--- src/rtl/kw_pipe_reg_elastic.sv ---
`default_nettype none
// +--------------------------------------------------------------------------+
// | Module      : kw_pipe_reg_elastic                                        |
// | Description : Multi-stage elastic pipeline register with valid/ready     |
// |               handshake, backpressure, synchronous flush and occupancy   |
// |               count. REG_READY=1 adds a skid entry per stage so that     |
// |               ready is taken from flops only.                            |
// | Revision    : 1.0 - initial release                                      |
// +--------------------------------------------------------------------------+
module kw_pipe_reg_elastic #(
  parameter int DATA_WIDTH = 8,
  parameter int DEPTH      = 1,
  parameter int REG_READY  = 0,
  localparam int CW        = $clog2(2*DEPTH+1)
) (
  input  logic                  clock,
  input  logic                  reset,
  input  logic                  flush,
  input  logic                  i_v,
  output logic                  i_r,
  input  logic [DATA_WIDTH-1:0] i,
  output logic                  o_v,
  input  logic                  o_r,
  output logic [DATA_WIDTH-1:0] o,
  output logic [CW-1:0]         count
);

  generate
    if (DEPTH < 1) begin : g_bad_depth
      $error("kw_pipe_reg_elastic: DEPTH must be >= 1");
    end
  endgenerate

  logic          w_in_fire;
  logic          w_out_fire;
  logic [CW-1:0] r_count;

  assign w_in_fire  = i_v & i_r;
  assign w_out_fire = o_v & o_r;
  assign count      = r_count;

  // Occupancy: +1 per accepted input, -1 per delivered output, cleared by flush.
  always_ff @(posedge clock or posedge reset) begin
    if (reset) begin
      r_count <= '0;
    end else if (flush) begin
      r_count <= '0;
    end else begin
      r_count <= r_count + {{(CW-1){1'b0}}, w_in_fire} - {{(CW-1){1'b0}}, w_out_fire};
    end
  end

  generate
    if (REG_READY == 0) begin : g_comb_ready
      // Single entry per stage; ready ripples back combinationally from o_r.
      logic [DEPTH-1:0]      r_v;
      logic [DATA_WIDTH-1:0] r_d     [DEPTH];
      logic [DEPTH:0]        w_rdy;
      logic [DEPTH-1:0]      w_src_v;
      logic [DATA_WIDTH-1:0] w_src_d [DEPTH];

      // A stage can load when it is empty or the stage after it is loading.
      always_comb begin
        w_rdy        = '0;
        w_rdy[DEPTH] = o_r;
        for (int k = DEPTH-1; k >= 0; k--) begin
          w_rdy[k] = ~r_v[k] | w_rdy[k+1];
        end
      end

      // Each stage is fed by the stage before it; stage 0 by the input port.
      always_comb begin
        w_src_v[0] = i_v;
        w_src_d[0] = i;
        for (int k = 1; k < DEPTH; k++) begin
          w_src_v[k] = r_v[k-1];
          w_src_d[k] = r_d[k-1];
        end
      end

      // Valid bits shift forward wherever the stage is ready; bubbles collapse.
      always_ff @(posedge clock or posedge reset) begin
        if (reset) begin
          r_v <= '0;
        end else if (flush) begin
          r_v <= '0;
        end else begin
          for (int k = 0; k < DEPTH; k++) begin
            if (w_rdy[k]) r_v[k] <= w_src_v[k];
          end
        end
      end

      // Payload is captured only when a valid word actually moves in.
      always_ff @(posedge clock) begin
        for (int k = 0; k < DEPTH; k++) begin
          if (w_rdy[k] & w_src_v[k]) r_d[k] <= w_src_d[k];
        end
      end

      assign i_r = w_rdy[0];
      assign o_v = r_v[DEPTH-1];
      assign o   = r_d[DEPTH-1];
    end else begin : g_skid_ready
      // Main plus skid entry per stage; upstream ready is ~skid valid (a flop).
      logic [DEPTH-1:0]      r_mv;
      logic [DEPTH-1:0]      r_sv;
      logic [DATA_WIDTH-1:0] r_md    [DEPTH];
      logic [DATA_WIDTH-1:0] r_sd    [DEPTH];
      logic [DEPTH-1:0]      w_up_v;
      logic [DATA_WIDTH-1:0] w_up_d  [DEPTH];
      logic [DEPTH-1:0]      w_dn_r;
      logic [DEPTH-1:0]      w_in_f;
      logic [DEPTH-1:0]      w_out_f;

      // Per-stage handshakes; downstream ready is the next stage's registered ~skid.
      always_comb begin
        w_up_v[0] = i_v;
        w_up_d[0] = i;
        for (int k = 1; k < DEPTH; k++) begin
          w_up_v[k] = r_mv[k-1];
          w_up_d[k] = r_md[k-1];
        end
        w_dn_r[DEPTH-1] = o_r;
        for (int k = 0; k < DEPTH-1; k++) begin
          w_dn_r[k] = ~r_sv[k+1];
        end
        w_in_f  = w_up_v & ~r_sv;
        w_out_f = r_mv & w_dn_r;
      end

      // Skid fills only when main is held; a full skid refills main before new input.
      always_ff @(posedge clock or posedge reset) begin
        if (reset) begin
          r_mv <= '0;
          r_sv <= '0;
        end else if (flush) begin
          r_mv <= '0;
          r_sv <= '0;
        end else begin
          for (int k = 0; k < DEPTH; k++) begin
            if (r_sv[k]) begin
              if (w_out_f[k]) r_sv[k] <= 1'b0;
            end else if (w_in_f[k]) begin
              if (r_mv[k] & ~w_out_f[k]) r_sv[k] <= 1'b1;
              else                       r_mv[k] <= 1'b1;
            end else if (w_out_f[k]) begin
              r_mv[k] <= 1'b0;
            end
          end
        end
      end

      // Payload moves: skid->main on drain, input->main or input->skid on accept.
      always_ff @(posedge clock) begin
        for (int k = 0; k < DEPTH; k++) begin
          if (r_sv[k]) begin
            if (w_out_f[k]) r_md[k] <= r_sd[k];
          end else if (w_in_f[k]) begin
            if (r_mv[k] & ~w_out_f[k]) r_sd[k] <= w_up_d[k];
            else                       r_md[k] <= w_up_d[k];
          end
        end
      end

      assign i_r = ~r_sv[0];
      assign o_v = r_mv[DEPTH-1];
      assign o   = r_md[DEPTH-1];
    end
  endgenerate

endmodule
`default_nettype wire

--- config.mk ---
export PLATFORM = sky130hd
export DESIGN_NAME = kw_pipe_reg_elastic
export DESIGN_NICKNAME = d
export VERILOG_FILES = /design/src/rtl/kw_pipe_reg_elastic.sv
export SDC_FILE = /design/constraint.sdc
export NUM_CORES = 1
export LEC_CHECK = 0
export BUFFER_PORTS_ARGS = -buffer_cell sky130_fd_sc_hd__buf_2
export CORE_AREA = 2 2 39 41
export DETAILED_ROUTE_END_ITERATION = 10
export DIE_AREA = 0 0 41 43
export GPL_TIMING_DRIVEN = 0
export PLACE_DENSITY = 0.61
export SYNTH_ARGS = -nofsm -noshare
export SYNTH_HDL_FRONTEND = slang
export SYNTH_SLANG_ARGS = --single-unit
--- constraint.sdc ---
create_clock -name clock -period 1.7 [get_ports clock]
set_input_delay 0.425 -clock clock [delete_from_list [all_inputs] [get_ports clock]]
set_output_delay 0.425 -clock clock [all_outputs]
set_load 0.01 [all_outputs]
==> Word-level counts from Yosys, hierarchy flattened <==
Memories as Yosys holds them, arrays and structs flattened.
Index checks and enable logic that the tools add are counted.
{ "totals": {"regBits": 3, "n_memories": 1, "ram_bits": 8, "output_inout_bits": 12} }
{ "classes": {"add_sub_neg": 2, "n_bitwise": 4, "muxes": 5, "n_reduce_logical": 1} }
{ "memory_table": {"columns": ["memory", "words", "word_bits", "rd", "rd_clocked_by_memory_dff", "wr", "line_no", "rtl"], "rows": [
  ["g_comb_ready.r_d", 1, 8, 1, 0, 1, "57", "logic [DATA_WIDTH-1:0] r_d [DEPTH];"]
]} }
{ "op_table": {"columns": ["op", "count"], "rows": [
  ["$mux W1", 4],
  ["$add A2 B1 Y2", 1],
  ["$and A1 B1 Y1", 2],
  ["$mux W2", 1],
  ["$reduce_bool A2 Y1", 1],
  ["$sub A2 B1 Y2", 1],
  ["$not A1 Y1", 1],
  ["$or A1 B1 Y1", 1]
]} }

==> Logic depth before layout (Yosys ltp) <==
Gate-level depths: netlist (run 1).
{ "logic_depth": {"word_depth": 6, "ltp_mapped": 7} }

==> Worst setup path after synthesis (run 1) <==
OpenSTA, ideal clock, no wires.
{ "synth_path": {"path_type": "input to register", "from": "input o_r", "to": "register r_count[1], in the netlist count[1]", "path_slack_ps": 220, "arrival_ps": 1409, "cell_stages": 7, "cell_sequence": "nand2b_1 -> nand2_1 -> ha_1 -> inv_1 -> ha_1 -> xnor3_1 -> nor2_1"} }
{ "synth_between": {"elab_chain_cells": 5, "word_cells_on_any_way": 6, "classes_between": "add/sub: 2; mux: 1; bitwise: 3"} }
{ "synth_rtl": {"columns": ["item", "line_no", "rtl"], "rows": [
  ["start, declared", "23", "input logic o_r,"],
  ["$or A1 B1 Y1", "67", "w_rdy[k] = ~r_v[k] | w_rdy[k+1];"],
  ["$and A1 B1 Y1", "38", "assign w_in_fire = i_v & i_r;"],
  ["$add A2 B1 Y2", "49", "r_count <= r_count + {{(CW-1){1'b0}}, w_in_fire} - {{(CW-1){1'b0}}, w_out_fire};"],
  ["$sub A2 B1 Y2 (*)", "49", null],
  ["$mux W2 (*)", "46", "end else if (flush) begin"],
  ["end signal, assigned", "49", null],
  ["end, declared", "36", "logic [CW-1:0] r_count;"]
]} }
Mark *: on every way between the ends. The rest lies on a longest branch, timed or not.
A chain may end at the register's enable or synchronous reset.

==> Final worst setup path (run 1) <==
{ "layout_path": {"from": "register g_comb_ready.r_v, in the netlist o_v", "to": "register r_count[1], in the netlist count[1]"} }
{ "layout_between": {"elab_chain_cells": 6, "word_cells_on_any_way": 7, "classes_between": "add/sub: 2; mux: 1; bitwise: 4"} }
{ "layout_rtl": {"columns": ["item", "line_no", "rtl"], "rows": [
  ["start, declared", "56", "logic [DEPTH-1:0] r_v;"],
  ["start signal, assigned by index", "89", "if (w_rdy[k]) r_v[k] <= w_src_v[k];"],
  ["$not A1 Y1", "67", null],
  ["$or A1 B1 Y1", "67", null],
  ["$and A1 B1 Y1", "38", null],
  ["$add A2 B1 Y2", "49", null],
  ["$sub A2 B1 Y2 (*)", "49", null],
  ["$mux W2 (*)", "46", null]
]} }
Marked as above.

==> results of run 1 <==
-- cells by family (layout without fill, tap and decap cells) --
group,Yosys count,count (layout),synth area share [%]
buffers and inverters,3,31,2.74
XOR/XNOR,1,1,5.47
adder cells (fa/ha/maj),2,2,6.08
flip-flops,11,11,76.6
AND/OR/NAND/NOR,6,6,7.90
AO/OA/AOI/OAI,1,1,1.21
-- routing by layer --
metal  vias up  global-route usage [%]  share of wire [%]  routed length (um)
li1        139                       -                  -                   -
met1       131                    12.0                 41                 304
met2        25                    14.7                 41                 302
met3         0                    3.66                 18                 134
met4         0                    6.00                  0                   0
met5         -                       0                  0                   0
-- worst min path at each step --
stage / to / slack (ns) / depth (start not counted)
global placement: count[0] / 0.30 / 2
CTS: count[0] / 0.02 / 2
floorplan: count[0] / 0.18 / 1
global route: count[0] / 0.02 / 2
detailed placement: count[0] / 0.30 / 2
finish: o_v / 0.02 / 2
-- synth_stat cells --
library cell               n
sky130_fd_sc_hd__a21oi_1   1
sky130_fd_sc_hd__and2_1    2
sky130_fd_sc_hd__dfrtp_1   3
sky130_fd_sc_hd__edfxtp_1  8
sky130_fd_sc_hd__ha_1      2
sky130_fd_sc_hd__inv_1     3
sky130_fd_sc_hd__nand2_1   1
sky130_fd_sc_hd__nand2b_1  1
sky130_fd_sc_hd__nor2_1    1
sky130_fd_sc_hd__nor2b_1   1
sky130_fd_sc_hd__xnor3_1   1
-- per-stage QoR --
stage,hold slack (ns),instances,power (mW)
global route,0.0247,68,0.602
global placement,0.298,64,0.406
detailed placement,0.303,64,0.407
finish,0.0238,68,0.567
floorplan,0.179,24,0.366
CTS,0.0215,68,0.577
-- worst max-delay path, cell delays in order (launching register included) --
cell and delay, ns:
sky130_fd_sc_hd__dfrtp_1 0.39, sky130_fd_sc_hd__nand2b_1 0.13, sky130_fd_sc_hd__nand2_1 0.07, sky130_fd_sc_hd__ha_1 0.28, sky130_fd_sc_hd__inv_1 0.05, sky130_fd_sc_hd__ha_1 0.14
sky130_fd_sc_hd__xnor3_1 0.20, sky130_fd_sc_hd__nor2_1 0.08
-- registers in the layout (all words and copies together), names as in the netlist --
signal,cells
g_comb_ready.r_d,8
count,2
o_v,1
-- power by group --
part           internal (mW)  total [mW]  switching, mW
clock network         0.0905       0.167         0.0769
registers              0.311       0.320        0.00846
logic                 0.0421      0.0798         0.0378
total                  0.444       0.567          0.123
-- layout make-up --
class                      instances  area (sq um)  share of cell area [%]
sequential                        11           315                    54.5
timing repair buffer              24           120                    20.8
multi-input combinational         10          85.1                    14.7
clock buffer                       4          26.3                    4.55
tap                               16          20.0                    3.46
inverter                           3          11.3                    1.95
==> flow_results.org, run 1 <==
** Synth
- Post-synthesis sequential element count :: 11
- Synth top area cells :: sky130_fd_sc_hd__edfxtp_1 58%, sky130_fd_sc_hd__dfrtp_1 18%, sky130_fd_sc_hd__ha_1 6.1%
- Summing the sequential cell areas from Yosys gives 76.6% of the chip area.
- In the synthesized netlist, the number of instances is 24.
- A synthesized cell averages 17.2 sq um.
- Proportion of netlist area held by the largest area contributor :: between 50% and 60%
- Synthesis produced a netlist with a net count of 39.
- Synthesis instantiated 11 different standard cells from the library.
- Cell accounting for the most synthesized area :: sky130_fd_sc_hd__edfxtp_1
- The Yosys step of the flow raised 0 warnings.
- The mapped netlist covers 412 sq um.

** Finish
- Share of post-route cells with drive strength above 1 :: 51.9%
- Count of fill cells added during filler insertion :: 146
- After the last flow step, the layout net total stands at 68.
- Relative to the synthesized area, the layout overhead comes to 40.4%.
- The library cells used most frequently in the layout, excluding fill and tap cells, are 24 x sky130_fd_sc_hd__buf_2, 8 x sky130_fd_sc_hd__edfxtp_1, 3 x sky130_fd_sc_hd__inv_1, 3 x sky130_fd_sc_hd__clkbuf_4, 3 x sky130_fd_sc_hd__dfrtp_1.
- After routing the design area is 578 sq um.
- Leading cell type in the layout, fill and taps excluded :: sky130_fd_sc_hd__buf_2
- Diodes inserted :: 0
- Cells fill 41.8% of the core in the end.

** Critical path
- Required arrival time at the worst endpoint :: about 1.9 ns
- Crit Reg-Reg Endpoint :: count[1]
- For the worst flop-to-flop path, the logic depth is 7.
- Critical path origin :: o_v
- Worst setup SP type :: flip-flop
- Capturing element type of the critical path :: flip-flop
- The worst register-to-register path begins at o_v.
- Critical-path maximum fanout :: 4
- The most critical setup path has its endpoint at count[1].
- Worst reg2reg setup slack :: 0.30 ns
- By startpoint and endpoint, the worst setup path is classified as reg2reg.
- Data arrives at the worst endpoint at 1.59 ns.

** Global route
- The total overflow left after global routing is 0.
- The first global-routing pass estimated 1.15 mm of wire.
- Global routing used between 10% and 20% of the available tracks across all layers.
- The via count of the first global-routing pass is between 200 and 300.
- Pin count of the biggest net entering global routing :: 9
- Antenna violations before repair :: 0

** STA
- Clock Skew :: 0.00266 ns
- In this run the tightest slew margin relative to its limit is 77.8%.
- Highest Clock Rate :: 713 MHz
- The worst path in the final design needs a cycle of 1.40 ns, including I/O delays and setup.
- After layout, the worst setup slack is between 0.2 and 0.3 ns.
- Dividing the final minimum period by the clock period gives 82.5%.
- Setup TNS after final layout :: 0 ns
- Setup repair after global routing left no endpoint under its margin.
- Measured slew at the worst slew-check pin :: 0.334 ns
- Setup violations remaining at the end of the flow were counted as 0.
- Pins over their slew limit :: 0
- The number of hold violations in the final report came to 0.

** Clocking
- Clock Root Buffer :: sky130_fd_sc_hd__clkbuf_4
- TritonCTS created 3 clock buffers.
- Post_cts resized :: 0
- CTS H-Tree Depth :: 1
- TritonCTS clock tree :: built
- The later pin in the worst-skew pair is clocked with a latency of 0.26 ns.
- In this run, post-CTS hold repair placed 0 buffers.
- CTS saw 11 sinks.
- No sink is reached through more buffers than the 2 on the longest clock path.
- Clock-pin slew was measured on the worst setup and hold paths at 0.07 ns.
- Once the clock tree was built, the setup fixing pass inserted 0 buffers.

** Die
- The die is 43 um tall.
- Rows :: 14
- During I/O placement, the number of pins put on the boundary was 25.
- Initial core utilization :: 29.7%
- Overall die area :: 1760 sq um
- The die is ~40 um wide.
- Total core area :: around 1400 sq um

** Drt
- Detailed-router iteration count before antenna repair :: 4
- Residual antenna-violating net count after detailed routing :: 0
- For this block, the initial DRC count from the detailed router was 8.
- Dividing the detail-routed wire length by the instance count gives 10.9 um.
- Wires add up to roughly 740 um.
- After detailed routing, the number of remaining DRC violations is 0.
- In the routed layout, each cell is associated on average with a via count of 4.34.
- Via total after detailed routing :: 295

** Flow run
- Count of max-cap constraint violations :: 0

** Placement
- Summing all placed instances gives a cell area of between 500 and 600 sq um.
- Detailed placer's ending HPWL :: 658 um
- Placer's final routability congestion estimate :: 0.610
- Pre-CTS setup slack :: 0.130 ns
- Count of port buffers added during placement :: 24

** Pwr
- Static leakage power :: 0.288 nW
- Maximum vdd drop :: 0.355 mV
- Dividing total power by cell area gives a power density of 981 nW/um^2.

** Outcome
- Status :: finished clean

** Worst hold path
- The worst hold path belongs to the class in2async.
(Power assumes the default switching activity.)
==> inputs of run 2 (changes only) <==
- PLACE_DENSITY: 0.61 -> 0.63
- clock period: 1.7 -> 1.2 ns (I/O delays scaled with it)
==> run 2 against run 1 <==
Against the previous run:
- the run now ends with negative setup slack left
- sequential cell count did not move
- routed wire length rose by 9.0%
- via count fell by 3.1%
- global-route usage rose by 0.22 points
- worst setup slack got worse by 0.47 ns
- register-to-register slack got worse by 0.47 ns
- worst hold slack improved by 0.19 ns
- count of clock-buffer cells in the layout did not move
- total power rose by 48%
- highest routed layer unchanged
==> flow_results.org, run 2 (synthesis gave the netlist of run 1 again) <==
** Outcome
- Status :: finished with violations
- The checks that failed: negative setup slack.

** Global route
- The total routing usage reported by global routing is 10.2% (+0.22 points).
- The via count of the first global-routing pass came to 285 (+4.4%).
- Remaining global-route overflow :: 0 (unchanged)
- The wire length of the first global-routing pass was 1.12 mm (-1.8%).
- The initial antenna violation count came to 0 (unchanged).
- The maximum number of pins on one net before global-route repair is 9 (unchanged).

** Drt
- Routed wire length on met3 :: 104 um (-22%)
- The number of DRC violations after detailed routing came to 0 (unchanged).
- The number of iterations in the first detailed-routing pass is 2 (-2).
- Routed length on met2 :: 348 um (+15%)
- The average routed wire per standard cell came to 11.6 um (+5.9%).
- The detailed-route vias per instance was 4.09 (-5.8%).
- Highest metal used :: met3
- The sum of routed wire length over all layers came to 809 um (+9.0%).
- Via total after detailed routing :: 286 (-3.1%)
- Routed metal-1 wirelength :: 356 um (+17%)
- The number of DRC violations after detailed-routing iteration 0 was 1 (-7).
- Residual antenna-violating net count after detailed routing :: 0 (unchanged)

** Finish
- The share of cells above drive strength 1 is 64.8% (+13 points).
- The library cell used most frequently in the layout, excluding fill and tap cells, is sky130_fd_sc_hd__buf_2.
- Count of placed standard cells in the final layout, fillers left out :: 70 (+2.9%)
- Diodes inserted :: 0 (unchanged)
- The post-route cell area came to 641 sq um (+11%).
- Most flops, register :: g_comb_ready.r_d
- Relative area change from synthesis to final layout :: 55.6%
- Most frequent cells in the layout :: 23 x sky130_fd_sc_hd__buf_2, 8 x sky130_fd_sc_hd__edfxtp_1, 3 x sky130_fd_sc_hd__clkbuf_4, 3 x sky130_fd_sc_hd__dfrtp_1
- Total Nets Final :: 70 (+2.9%)
- Flip-flop count of the largest register, all copies and words added :: 8 (unchanged)

** Placement
- The number of instances in the placed design was 64 (unchanged).
- Post-place instance area :: 553 sq um (+0.23%)
- The final weighted congestion of routability-driven global placement came to 0.634 (+4.0%).
- Pre-CTS setup slack :: -0.270 ns (-0.400 ns)
- Count of port buffers added during placement :: 24 (unchanged)

** Critical path
- The worst setup path is captured at a flip-flop.
- WP buf/inv :: 1 (unchanged)
- Most numerous cell on the critical path :: sky130_fd_sc_hd__ha_4
- The highest net fanout along the worst path came to 3 (-1).
- Highest-delay cell along the critical path :: sky130_fd_sc_hd__dfrtp_1
- Delay of the slowest cell on the worst path :: 0.39 ns (about the same)
- Ordered cell list for the critical path :: nand2b_1 > nand2_2 > ha_4 > inv_2 > ha_4 > xnor3_1 > nor2_1
- The data required time at the worst endpoint was 1.39 ns (-0.50 ns).
- Worst setup SP type :: flip-flop
- The worst setup path is of the reg2reg kind.
- Data arrival at the endpoint of the critical path :: 1.56 ns (-0.03 ns)
- Family of cells with the greatest summed delay on the critical path :: flip-flops

** Die
- The starting density of the core was 29.7% (unchanged).
- The die extent in y was 43 um (unchanged).
- Rows :: 14 (unchanged)
- The die extent in x was 41 um (unchanged).
- Overall die area :: 1760 sq um (unchanged)
- I/O pin count :: 25 (unchanged)
- The core area was 1380 sq um (unchanged).

** Flow run
- The number of violations of the max-capacitance limit came to 0 (unchanged).

** STA
- Count of final setup violators :: 3 (+3)
- Highest Clock Rate :: 729 MHz (+2.4%)
- Measured slew at the worst slew-check pin :: 0.181 ns (-0.153 ns)
- The worst-case setup margin in the final layout is -0.171 ns (-0.468 ns).
- Pins over their slew limit :: 0 (unchanged)
- The number of hold violations in the final report was 0 (unchanged).
- Worst slew margin relative to its limit :: 87.9% (+10 points)
- The period utilization was 114% (+32 points).
- Clock Skew :: 0.00292 ns (+0.000257 ns)
- Minimum clock period after layout :: 1.37 ns (-0.0323 ns)
- Setup repair after global routing could not meet its margin everywhere.

** Clocking
- Clock Tree Buf Depth :: 2 (unchanged)
- Clock Pin Slew Worst Setup and Hold Paths :: 0.07 ns (about the same)
- Clock Root Buffer :: sky130_fd_sc_hd__clkbuf_4
- The clock latency reported for the late side of the worst-skew pair came to 0.26 ns (about the same).
- Clock buffers created by TritonCTS :: 3 (unchanged)
- CTS H-Tree Depth :: 1 (unchanged)
- Number of clock sinks :: 11 (unchanged)
- TritonCTS clock tree :: built

** Worst hold path
- Worst hold-check path type :: in2reg

** Pwr
- Pwr/cell area :: 1310 nW/um^2 (+34%)
- The standby leakage power is 0.304 nW (+5.6%).
- Maximum vdd drop :: 0.826 mV (+130%)
run 2: worst paths after layout:
| path | slack [ns] | endpoint | cells past startpoint | from |
|---|---|---|---|---|
| min in group asynchronous | 0.44 | o_v | 3 | reset |
| min reg2reg | 0.66 | count[1] | 2 | count[1] |
| min | 0.22 | g_comb_ready.r_d[0][3] | 1 | i[3] |
| max | -0.17 | count[1] | 7 | o_v |
| max reg2reg | -0.17 | count[1] | 7 | o_v |
| max in group asynchronous | 0.63 | count[0] | 3 | reset |
run 2: routing by layer:
metal,vias to the layer above,track usage (%)
met1,118,11.3
met4,0,6.00
met3,0,5.24
li1,143,-
met5,-,0
met2,25,15.0
run 2: power breakdown:
part	internal (mW)	switching, mW
Clock	0.128	0.111
Sequential	0.441	0.0141
Combinational	0.0824	0.0637
run 2: what timing repair did:
item                                   4_1_cts  5_1_grt
setup buffers                                1        1
endpoints found under the hold margin        3        0
gates resized for setup                      1        7
setup endpoints to repair                    3       11
pin swaps                                    1        3
hold buffers                                 1        0
run 2: through the flow:
stage	utilization (%)	setup TNS (ns)	hold WS [ns]	total power, mW
6_report	46.3	-0.349	0.216	0.840
5_1_grt	46.3	-0.674	0.205	0.893
4_1_cts	43.6	-0.371	0.207	0.827
3_5_place_dp	40.0	-0.486	0.172	0.578
3_3_place_gp	40.0	-0.424	0.171	0.575
2_1_floorplan	-	-0.466	0.0536	0.520
run 2: cell type report:
| type | count | area (sq um) |
|---|---|---|
| Timing Repair Buffer | 26 | 144 |
| Multi-Input combinational cell | 10 | 124 |
| Clock buffer | 4 | 26.3 |
| Tap cell | 16 | 20.0 |
| Fill cell | 133 | 743 |
| Sequential cell | 11 | 315 |
| Inverter | 3 | 11.3 |
